[src/rtl/control_sequencer_if.sv]
// Control bundle between the hardwired control sequencer and the single-bus
// CPU datapath.
//   master : sequencer side. It takes run/opcode/con_ff and drives every
//            datapath strobe plus alu_op, instr_done, halted and illegal.
//   slave  : datapath/stimulus side, with the opposite directions.
// Parameters: OPW is the opcode width (IR[31:27]); ALUW is the alu_op width.
interface control_sequencer_if #(
  parameter int OPW  = 5,
  parameter int ALUW = 5
);
  logic            run;
  logic [OPW-1:0]  opcode;
  logic            con_ff;

  logic PCout, PCin, IncPC, MARin, MDRin, MDRout, Read, Write, IRin;
  logic Yin, ZLowIn, ZHighIn, ZLowOut, ZHighOut, Gra, Grb, Grc, Rin, Rout;
  logic BAout, RCout, HIin, LOin, CONin;
  logic [ALUW-1:0] alu_op;
  logic            instr_done;
  logic            halted;
  logic            illegal;

  modport master (
    input  run, opcode, con_ff,
    output PCout, PCin, IncPC, MARin, MDRin, MDRout, Read, Write, IRin,
           Yin, ZLowIn, ZHighIn, ZLowOut, ZHighOut, Gra, Grb, Grc, Rin, Rout,
           BAout, RCout, HIin, LOin, CONin, alu_op, instr_done, halted, illegal
  );

  modport slave (
    output run, opcode, con_ff,
    input  PCout, PCin, IncPC, MARin, MDRin, MDRout, Read, Write, IRin,
           Yin, ZLowIn, ZHighIn, ZLowOut, ZHighOut, Gra, Grb, Grc, Rin, Rout,
           BAout, RCout, HIin, LOin, CONin, alu_op, instr_done, halted, illegal
  );
endinterface

[src/rtl/control_sequencer.sv]
// Hardwired Moore control unit for the single-bus CPU datapath.
// The unit runs fetch (T0-T2), decodes the opcode (IR[31:27]) in T3, and then
// steps through the execute states of add/sub/and/or/addi/ldi/ld/st/br/jr/
// nop/halt. An unknown opcode sets the sticky illegal flag and enters HALT.
// Ports:
//   clock : rising-edge clock
//   clear : synchronous active-high reset; the state returns to IDLE
//   bus   : control_sequencer_if.master (run, opcode, con_ff in; strobes out)
module control_sequencer #(
  parameter int OPW  = 5,
  parameter int ALUW = 5
) (
  input logic                clock,
  input logic                clear,
  control_sequencer_if.master bus
);

  localparam logic [OPW-1:0] OP_LD   = OPW'(5'b00000);
  localparam logic [OPW-1:0] OP_LDI  = OPW'(5'b00001);
  localparam logic [OPW-1:0] OP_ST   = OPW'(5'b00010);
  localparam logic [OPW-1:0] OP_ADD  = OPW'(5'b00011);
  localparam logic [OPW-1:0] OP_SUB  = OPW'(5'b00100);
  localparam logic [OPW-1:0] OP_AND  = OPW'(5'b00101);
  localparam logic [OPW-1:0] OP_OR   = OPW'(5'b00110);
  localparam logic [OPW-1:0] OP_ADDI = OPW'(5'b01100);
  localparam logic [OPW-1:0] OP_BR   = OPW'(5'b10010);
  localparam logic [OPW-1:0] OP_JR   = OPW'(5'b10100);
  localparam logic [OPW-1:0] OP_NOP  = OPW'(5'b11010);
  localparam logic [OPW-1:0] OP_HALT = OPW'(5'b11011);

  localparam logic [ALUW-1:0] ALU_ADD = ALUW'(5'b00011);

  typedef enum logic [4:0] {
    S_IDLE, S_T0, S_T1, S_T2, S_T3,
    S_ALU_T4, S_ALU_T5,
    S_IMM_T4, S_MEM_T5,
    S_LD_T6, S_LD_T7,
    S_ST_T6, S_ST_T7,
    S_BR_T4, S_BR_T5, S_BR_T6,
    S_HALT
  } state_t;

  typedef struct packed {
    logic            pc_out;
    logic            pc_in;
    logic            inc_pc;
    logic            mar_in;
    logic            mdr_in;
    logic            mdr_out;
    logic            rd;
    logic            wr;
    logic            ir_in;
    logic            y_in;
    logic            zlo_in;
    logic            zlo_out;
    logic            gra;
    logic            grb;
    logic            grc;
    logic            r_in;
    logic            r_out;
    logic            ba_out;
    logic            rc_out;
    logic            con_in;
    logic            done;
    logic [ALUW-1:0] alu;
  } strobe_t;

  state_t  state;
  state_t  nxt;
  strobe_t strobe_q;
  strobe_t t3_strobes;
  strobe_t strobe;
  logic    halted_q;
  logic    illegal_q;

  function automatic logic is_alu(input logic [OPW-1:0] op);
    return (op == OP_ADD) || (op == OP_SUB) || (op == OP_AND) || (op == OP_OR);
  endfunction

  function automatic logic is_known(input logic [OPW-1:0] op);
    return is_alu(op) || (op == OP_ADDI) || (op == OP_LDI) || (op == OP_LD) ||
           (op == OP_ST) || (op == OP_BR) || (op == OP_JR) || (op == OP_NOP) ||
           (op == OP_HALT);
  endfunction

  // Strobe pattern for each state. Only T3 and ALU_T4 look at the opcode,
  // which is a register in the datapath, so the decode is glitch-free.
  function automatic strobe_t state_strobes(input state_t s, input logic [OPW-1:0] op);
    strobe_t st;
    st = '0;
    case (s)
      S_T0: begin st.pc_out = 1'b1; st.mar_in = 1'b1; st.inc_pc = 1'b1; end
      S_T1: begin st.rd = 1'b1; st.mdr_in = 1'b1; end
      S_T2: begin st.mdr_out = 1'b1; st.ir_in = 1'b1; end
      S_T3: begin
        if (is_alu(op) || op == OP_ADDI) begin
          st.grb = 1'b1; st.r_out = 1'b1; st.y_in = 1'b1;
        end else if (op == OP_LDI || op == OP_LD || op == OP_ST) begin
          st.grb = 1'b1; st.ba_out = 1'b1; st.y_in = 1'b1;
        end else if (op == OP_BR) begin
          st.gra = 1'b1; st.r_out = 1'b1; st.con_in = 1'b1;
        end else if (op == OP_JR) begin
          st.gra = 1'b1; st.r_out = 1'b1; st.pc_in = 1'b1; st.done = 1'b1;
        end else if (op == OP_NOP) begin
          st.done = 1'b1;
        end
      end
      S_ALU_T4: begin
        st.grc = 1'b1; st.r_out = 1'b1; st.zlo_in = 1'b1; st.alu = ALUW'(op);
      end
      S_IMM_T4, S_BR_T5: begin
        st.rc_out = 1'b1; st.zlo_in = 1'b1; st.alu = ALU_ADD;
      end
      S_ALU_T5: begin st.zlo_out = 1'b1; st.gra = 1'b1; st.r_in = 1'b1; st.done = 1'b1; end
      S_MEM_T5: begin st.zlo_out = 1'b1; st.mar_in = 1'b1; end
      S_LD_T6:  begin st.rd = 1'b1; st.mdr_in = 1'b1; end
      S_LD_T7:  begin st.mdr_out = 1'b1; st.gra = 1'b1; st.r_in = 1'b1; st.done = 1'b1; end
      S_ST_T6:  begin st.gra = 1'b1; st.r_out = 1'b1; st.mdr_in = 1'b1; end
      S_ST_T7:  begin st.wr = 1'b1; st.done = 1'b1; end
      S_BR_T4:  begin st.pc_out = 1'b1; st.y_in = 1'b1; end
      S_BR_T6:  begin st.zlo_out = 1'b1; st.done = 1'b1; end
      default:  st = '0;
    endcase
    return st;
  endfunction

  always_comb begin
    nxt = state;
    case (state)
      S_IDLE: nxt = bus.run ? S_T0 : S_IDLE;
      S_T0:   nxt = S_T1;
      S_T1:   nxt = S_T2;
      S_T2:   nxt = S_T3;
      S_T3: begin
        if (is_alu(bus.opcode))
          nxt = S_ALU_T4;
        else if (bus.opcode == OP_ADDI || bus.opcode == OP_LDI ||
                 bus.opcode == OP_LD   || bus.opcode == OP_ST)
          nxt = S_IMM_T4;
        else if (bus.opcode == OP_BR)
          nxt = S_BR_T4;
        else if (bus.opcode == OP_JR || bus.opcode == OP_NOP)
          nxt = bus.run ? S_T0 : S_IDLE;
        else
          nxt = S_HALT;
      end
      S_ALU_T4: nxt = S_ALU_T5;
      S_IMM_T4: nxt = (bus.opcode == OP_ADDI || bus.opcode == OP_LDI) ? S_ALU_T5 : S_MEM_T5;
      S_MEM_T5: nxt = (bus.opcode == OP_LD) ? S_LD_T6 : S_ST_T6;
      S_LD_T6:  nxt = S_LD_T7;
      S_ST_T6:  nxt = S_ST_T7;
      S_BR_T4:  nxt = S_BR_T5;
      S_BR_T5:  nxt = S_BR_T6;
      S_ALU_T5, S_LD_T7, S_ST_T7, S_BR_T6: nxt = bus.run ? S_T0 : S_IDLE;
      S_HALT:   nxt = S_HALT;
      default:  nxt = S_IDLE;
    endcase
  end

  // The strobes of the next state are registered alongside the state. The
  // exception is T3: IR is only loaded at the end of T2, so the T3 pattern is
  // not known a cycle early. It is decoded from the state register and the
  // opcode instead.
  always_ff @(posedge clock) begin
    if (clear) begin
      state     <= S_IDLE;
      strobe_q  <= '0;
      halted_q  <= 1'b0;
      illegal_q <= 1'b0;
    end else begin
      state    <= nxt;
      strobe_q <= (nxt == S_T3) ? '0 : state_strobes(nxt, bus.opcode);
      halted_q <= (nxt == S_HALT);
      if (state == S_T3 && !is_known(bus.opcode))
        illegal_q <= 1'b1;
    end
  end

  always_comb begin
    t3_strobes = '0;
    if (state == S_T3)
      t3_strobes = state_strobes(S_T3, bus.opcode);
  end

  assign strobe = strobe_q | t3_strobes;

  assign bus.PCout  = strobe.pc_out;
  // CON was latched at the end of the first br step, so con_ff is stable here.
  assign bus.PCin   = strobe.pc_in | ((state == S_BR_T6) & bus.con_ff);
  assign bus.IncPC  = strobe.inc_pc;
  assign bus.MARin  = strobe.mar_in;
  assign bus.MDRin  = strobe.mdr_in;
  assign bus.MDRout = strobe.mdr_out;
  assign bus.Read   = strobe.rd;
  assign bus.Write  = strobe.wr;
  assign bus.IRin   = strobe.ir_in;
  assign bus.Yin    = strobe.y_in;
  assign bus.ZLowIn = strobe.zlo_in;
  assign bus.ZLowOut = strobe.zlo_out;
  assign bus.Gra    = strobe.gra;
  assign bus.Grb    = strobe.grb;
  assign bus.Grc    = strobe.grc;
  assign bus.Rin    = strobe.r_in;
  assign bus.Rout   = strobe.r_out;
  assign bus.BAout  = strobe.ba_out;
  assign bus.RCout  = strobe.rc_out;
  assign bus.CONin  = strobe.con_in;
  assign bus.alu_op = strobe.alu;
  assign bus.instr_done = strobe.done;
  assign bus.halted  = halted_q;
  assign bus.illegal = illegal_q;

  // These strobes are reserved for mul/div and are not used by this instruction set.
  assign bus.ZHighIn  = 1'b0;
  assign bus.ZHighOut = 1'b0;
  assign bus.HIin     = 1'b0;
  assign bus.LOin     = 1'b0;

endmodule

[src/flat_wrapper.sv]
// flat-port wrapper written by rule: the top's interface ports become plain ports
module control_sequencer_flat 
#(
  parameter int OPW  = 5,
  parameter int ALUW = 5
)
  (clock, clear, bus_run, bus_opcode, bus_con_ff, bus_PCout, bus_PCin, bus_IncPC, bus_MARin, bus_MDRin, bus_MDRout, bus_Read, bus_Write, bus_IRin, bus_Yin, bus_ZLowIn, bus_ZHighIn, bus_ZLowOut, bus_ZHighOut, bus_Gra, bus_Grb, bus_Grc, bus_Rin, bus_Rout, bus_BAout, bus_RCout, bus_HIin, bus_LOin, bus_CONin, bus_alu_op, bus_instr_done, bus_halted, bus_illegal);
  control_sequencer_if #(.OPW(OPW), .ALUW(ALUW)) bus_i ();
  input logic clock;
  input logic clear;
  input wire logic [$bits(bus_i.run)-1:0] bus_run;
  input wire logic [$bits(bus_i.opcode)-1:0] bus_opcode;
  input wire logic [$bits(bus_i.con_ff)-1:0] bus_con_ff;
  output wire logic [$bits(bus_i.PCout)-1:0] bus_PCout;
  output wire logic [$bits(bus_i.PCin)-1:0] bus_PCin;
  output wire logic [$bits(bus_i.IncPC)-1:0] bus_IncPC;
  output wire logic [$bits(bus_i.MARin)-1:0] bus_MARin;
  output wire logic [$bits(bus_i.MDRin)-1:0] bus_MDRin;
  output wire logic [$bits(bus_i.MDRout)-1:0] bus_MDRout;
  output wire logic [$bits(bus_i.Read)-1:0] bus_Read;
  output wire logic [$bits(bus_i.Write)-1:0] bus_Write;
  output wire logic [$bits(bus_i.IRin)-1:0] bus_IRin;
  output wire logic [$bits(bus_i.Yin)-1:0] bus_Yin;
  output wire logic [$bits(bus_i.ZLowIn)-1:0] bus_ZLowIn;
  output wire logic [$bits(bus_i.ZHighIn)-1:0] bus_ZHighIn;
  output wire logic [$bits(bus_i.ZLowOut)-1:0] bus_ZLowOut;
  output wire logic [$bits(bus_i.ZHighOut)-1:0] bus_ZHighOut;
  output wire logic [$bits(bus_i.Gra)-1:0] bus_Gra;
  output wire logic [$bits(bus_i.Grb)-1:0] bus_Grb;
  output wire logic [$bits(bus_i.Grc)-1:0] bus_Grc;
  output wire logic [$bits(bus_i.Rin)-1:0] bus_Rin;
  output wire logic [$bits(bus_i.Rout)-1:0] bus_Rout;
  output wire logic [$bits(bus_i.BAout)-1:0] bus_BAout;
  output wire logic [$bits(bus_i.RCout)-1:0] bus_RCout;
  output wire logic [$bits(bus_i.HIin)-1:0] bus_HIin;
  output wire logic [$bits(bus_i.LOin)-1:0] bus_LOin;
  output wire logic [$bits(bus_i.CONin)-1:0] bus_CONin;
  output wire logic [$bits(bus_i.alu_op)-1:0] bus_alu_op;
  output wire logic [$bits(bus_i.instr_done)-1:0] bus_instr_done;
  output wire logic [$bits(bus_i.halted)-1:0] bus_halted;
  output wire logic [$bits(bus_i.illegal)-1:0] bus_illegal;
  assign bus_i.run = bus_run;
  assign bus_i.opcode = bus_opcode;
  assign bus_i.con_ff = bus_con_ff;
  assign bus_PCout = bus_i.PCout;
  assign bus_PCin = bus_i.PCin;
  assign bus_IncPC = bus_i.IncPC;
  assign bus_MARin = bus_i.MARin;
  assign bus_MDRin = bus_i.MDRin;
  assign bus_MDRout = bus_i.MDRout;
  assign bus_Read = bus_i.Read;
  assign bus_Write = bus_i.Write;
  assign bus_IRin = bus_i.IRin;
  assign bus_Yin = bus_i.Yin;
  assign bus_ZLowIn = bus_i.ZLowIn;
  assign bus_ZHighIn = bus_i.ZHighIn;
  assign bus_ZLowOut = bus_i.ZLowOut;
  assign bus_ZHighOut = bus_i.ZHighOut;
  assign bus_Gra = bus_i.Gra;
  assign bus_Grb = bus_i.Grb;
  assign bus_Grc = bus_i.Grc;
  assign bus_Rin = bus_i.Rin;
  assign bus_Rout = bus_i.Rout;
  assign bus_BAout = bus_i.BAout;
  assign bus_RCout = bus_i.RCout;
  assign bus_HIin = bus_i.HIin;
  assign bus_LOin = bus_i.LOin;
  assign bus_CONin = bus_i.CONin;
  assign bus_alu_op = bus_i.alu_op;
  assign bus_instr_done = bus_i.instr_done;
  assign bus_halted = bus_i.halted;
  assign bus_illegal = bus_i.illegal;
  control_sequencer #(.OPW(OPW), .ALUW(ALUW)) u_core (.clock(clock), .clear(clear), .bus(bus_i));
endmodule
[config.mk]
export PLATFORM = sky130hd
export DESIGN_NAME = control_sequencer_flat
export DESIGN_NICKNAME = d
export VERILOG_FILES = /design/src/rtl/control_sequencer_if.sv /design/src/rtl/control_sequencer.sv /design/src/flat_wrapper.sv
export SDC_FILE = /design/constraint.sdc
export NUM_CORES = 1
export LEC_CHECK = 0
export ABC_AREA = 0
export CAP_MARGIN = 10
export CORE_MARGIN = 4
export CORE_UTILIZATION = 50
export CTS_BUF_LIST = sky130_fd_sc_hd__clkbuf_8
export CTS_CLUSTER_DIAMETER = 200
export DETAILED_ROUTE_END_ITERATION = 10
export PLACE_DENSITY = 0.81
export SETUP_SLACK_MARGIN = 0.02
export SYNTH_ARGS = -nofsm -noshare
export SYNTH_HDL_FRONTEND = slang
export SYNTH_SLANG_ARGS = --single-unit
export TNS_END_PERCENT = 100
[constraint.sdc]
create_clock -name clock -period 2.2 [get_ports clock]
set_input_delay 0.33 -clock clock [delete_from_list [all_inputs] [get_ports clock]]
set_output_delay 0.33 -clock clock [all_outputs]
set_load 0.02 [all_outputs]
==> results.cfg <==
[global_route]
grt_overflow = 0
antenna_found_initial = 0
busiest_layer = met2
grt_pass1_wl_um = 7580
grt_max_degree = 16
grt_util_met3 = 0.0659
use_met2 = 0.393
grt_pass1_vias = 1700
grt_usage = 0.230
grtUsageMet1 = 0.264

[routing]
drc = 0
wire_per_inst_um = 15.4
vias_per_cell = 5.50
totalWireLength_um = 4820
drt_iter0_drc = 121
num_vias = 1720
first_pass_iters = 4
ant_nets = 0

[setup_path]
critPathKind = reg -> reg
crit_path_max_fanout = 9
cp_common_cell = buf_4
cp_data_required_time_ns = 2.40
r2r-start = u_core.state[0]$_SDFF_PP0_
setup.worst_path.start_class = flop
slowest_stage = dfxtp_1
crit_path_start = u_core.state[0]$_SDFF_PP0_
slowest_delay_ns = 0.50
path_cells = nor2b_2, o21ai_0, a31oi_4, nor3_4, buf_4, buf_4, inv_1, nand2_1, a311oi_2
crit_path_end_kind = flop
arrival_ns = 2.34
crit_family = compound AO/OA/AOI/OAI gates
critPathBufInv = 3

[clocking]
htreeDepth = 2
clock-sinks = 29
cts_tree = yes
cts_root_buf = clkbuf_8
clock_latency_ns = 0.28
path_clk_slew_ns = 0.06
cts_max_path_buffers = 2
numCtsBuffers = 5

[yosys]
synth.largest_area_cell = dfxtp_1
ys_seq_area_frac = 0.359
synth_cell_types = 48
yosysMostFrequentCell = dfxtp_1
synth_edf_count = 0
yosys-top-cells-count = dfxtp_1 (29), nor2_1 (21), nand2_1 (11)
ys_ff_latch = 29
synth_area_leaders = dfxtp_1 (36%), nor2_1 (4.9%), buf_4 (4.6%)
syn_inst = 198
synth.avg_cell_area_um2 = 8.18
synthArstFlopShare = 0
netlist_area_um2 = 1620
yosys_most_used_dff = dfxtp_1
synth_warnings = 0
synth_top_area_share = 0.359

[cells_and_area]
fin_util = 0.798
antenna_cells = 0
area_growth_pct = 51.7
final.fill_count = 203
fin_nets = 277
drive_above_1_share = 0.316

[job]
drv_cap = 0

[floorplanning]
die_y_um = 64.9
core_um2 = 3080
pin_count = 41
placementRows = 20
dieArea_um2 = 4210
die-width_um = 64.9
initial_core_util = 0.526

[pwr]
p_per_area_nw_per_um2 = 655
vdd_drop_max_mv = 0.679
leakagePower_nw = 1.05

[placement]
place.detailed.hpwl_um = 3360
numPortBuffers = 36
gp_congestion = 0.943
dp_slack_ns = -0.470

[sta]
period_needed_ns = 2.14
setup_viol = 0
setup_slack_ns = 0.0578
fin_crit_sh = 0.974
clock_skew_ns = 0.00772
hold_violations = 0
max_freq_ghz = 0.467
slew_violations = 0

[hold_path]
hold_start = u_core.bus.illegal$_SDFFE_PP0P_
hold_class = reg -> reg

[status]
outcome = completed
[kinds of logic after synthesis]
group                      share of synthesized area
other                                        0.00232
and+or+nand+nor                                0.271
adders and majority gates                     0.0124
buffers and inverters                         0.0966
xor gates and xnor gates                      0.0216
DFF                                            0.359
AOI/OAI and AO/OA                              0.237
[flip-flops by register name, summed over array words and instances, names as in the netlist]
signal and cells:
u_core.state 5, u_core.bus.illegal 1, u_core.strobe_q 22, u_core.bus.halted 1
[metal layers]
metal | vias to the layer above | part of all wire
met5 | - | 0
met2 | 69 | 0.50
li1 | 818 | -
met1 | 818 | 0.41
met4 | 0 | 0.024
met3 | 15 | 0.065
[cell type report]
cell class,count,area (um^2),area share
Multi-Input combinational cell,146,1000,0.407
Timing Repair Buffer,79,677,0.276
Sequential cell,29,582,0.237
Clock buffer,6,82.6,0.0336
Tap cell,44,55.1,0.0224
Clock inverter,2,33.8,0.0138
Inverter,7,26.3,0.0107
[worst register-to-register path, cell delays in order, from the launching register on]
cell and delay (ns):
dfxtp_1 0.50, nor2b_2 0.32, o21ai_0 0.21, a31oi_4 0.26, nor3_4 0.09, buf_4 0.14, buf_4 0.14, inv_1 0.09
nand2_1 0.09, a311oi_2 0.22
[final timing paths]
kind | endpoint | slack [ns] | cells past startpoint
hold reg to reg | u_core.bus.illegal$_SDFFE_PP0P_ | 0.47 | 2
setup reg to reg | u_core.strobe_q[5]$_SDFF_PP0_ | 0.06 | 9
setup / recovery | u_core.strobe_q[5]$_SDFF_PP0_ | 0.06 | 9
hold / removal | u_core.bus.illegal$_SDFFE_PP0P_ | 0.47 | 2
[metrics by stage]
stage               cells  cell area, um^2  TNS (ns)  hold slack (ns)  total power [W]
floorplan             203             1640         0            0.399         0.000822
global placement      299             2200     -8.74            0.433         0.000973
detailed placement    299             2200     -9.92            0.464         0.000978
CTS                   310             2360         0            0.472          0.00156
global route          313             2460   -0.0413            0.512          0.00167
finish                313             2460         0            0.465          0.00161
[repair_timing]
| item | in CTS | in global routing |
|---|---|---|
| setup buffers | 3 | 2 |
| gates cloned | 0 | 1 |
| hold buffers | 0 | 0 |
| endpoints found under the setup margin | 25 | 22 |
| gates resized for setup | 29 | 25 |
| pin swaps | 5 | 7 |
[layout by cell type (no fill, tap or decap), types with 6 or more instances in the layout]
master,netlist,routed
dfxtp_1,29,28
conb_1,1,6
nor3_1,9,7
clkbuf_8,0,6
o21ai_0,7,7
inv_1,7,8
clkdlybuf4s50_1,0,23
nand2_1,11,11
nand2b_1,6,6
a21oi_1,10,10
buf_4,10,39
nor2_1,21,17
[power breakdown]
group | leakage (nW) | total [W] | switching, W | internal, W
combinational | 0.747 | 0.000472 | 0.000248 | 0.000223
sequential | 0.236 | 0.000571 | 0.0000162 | 0.000555
clock | 0.0626 | 0.000566 | 0.000202 | 0.000364
total | 1.05 | 0.00161 | 0.000467 | 0.00114
Note: power is estimated with default switching activity, not from simulation.
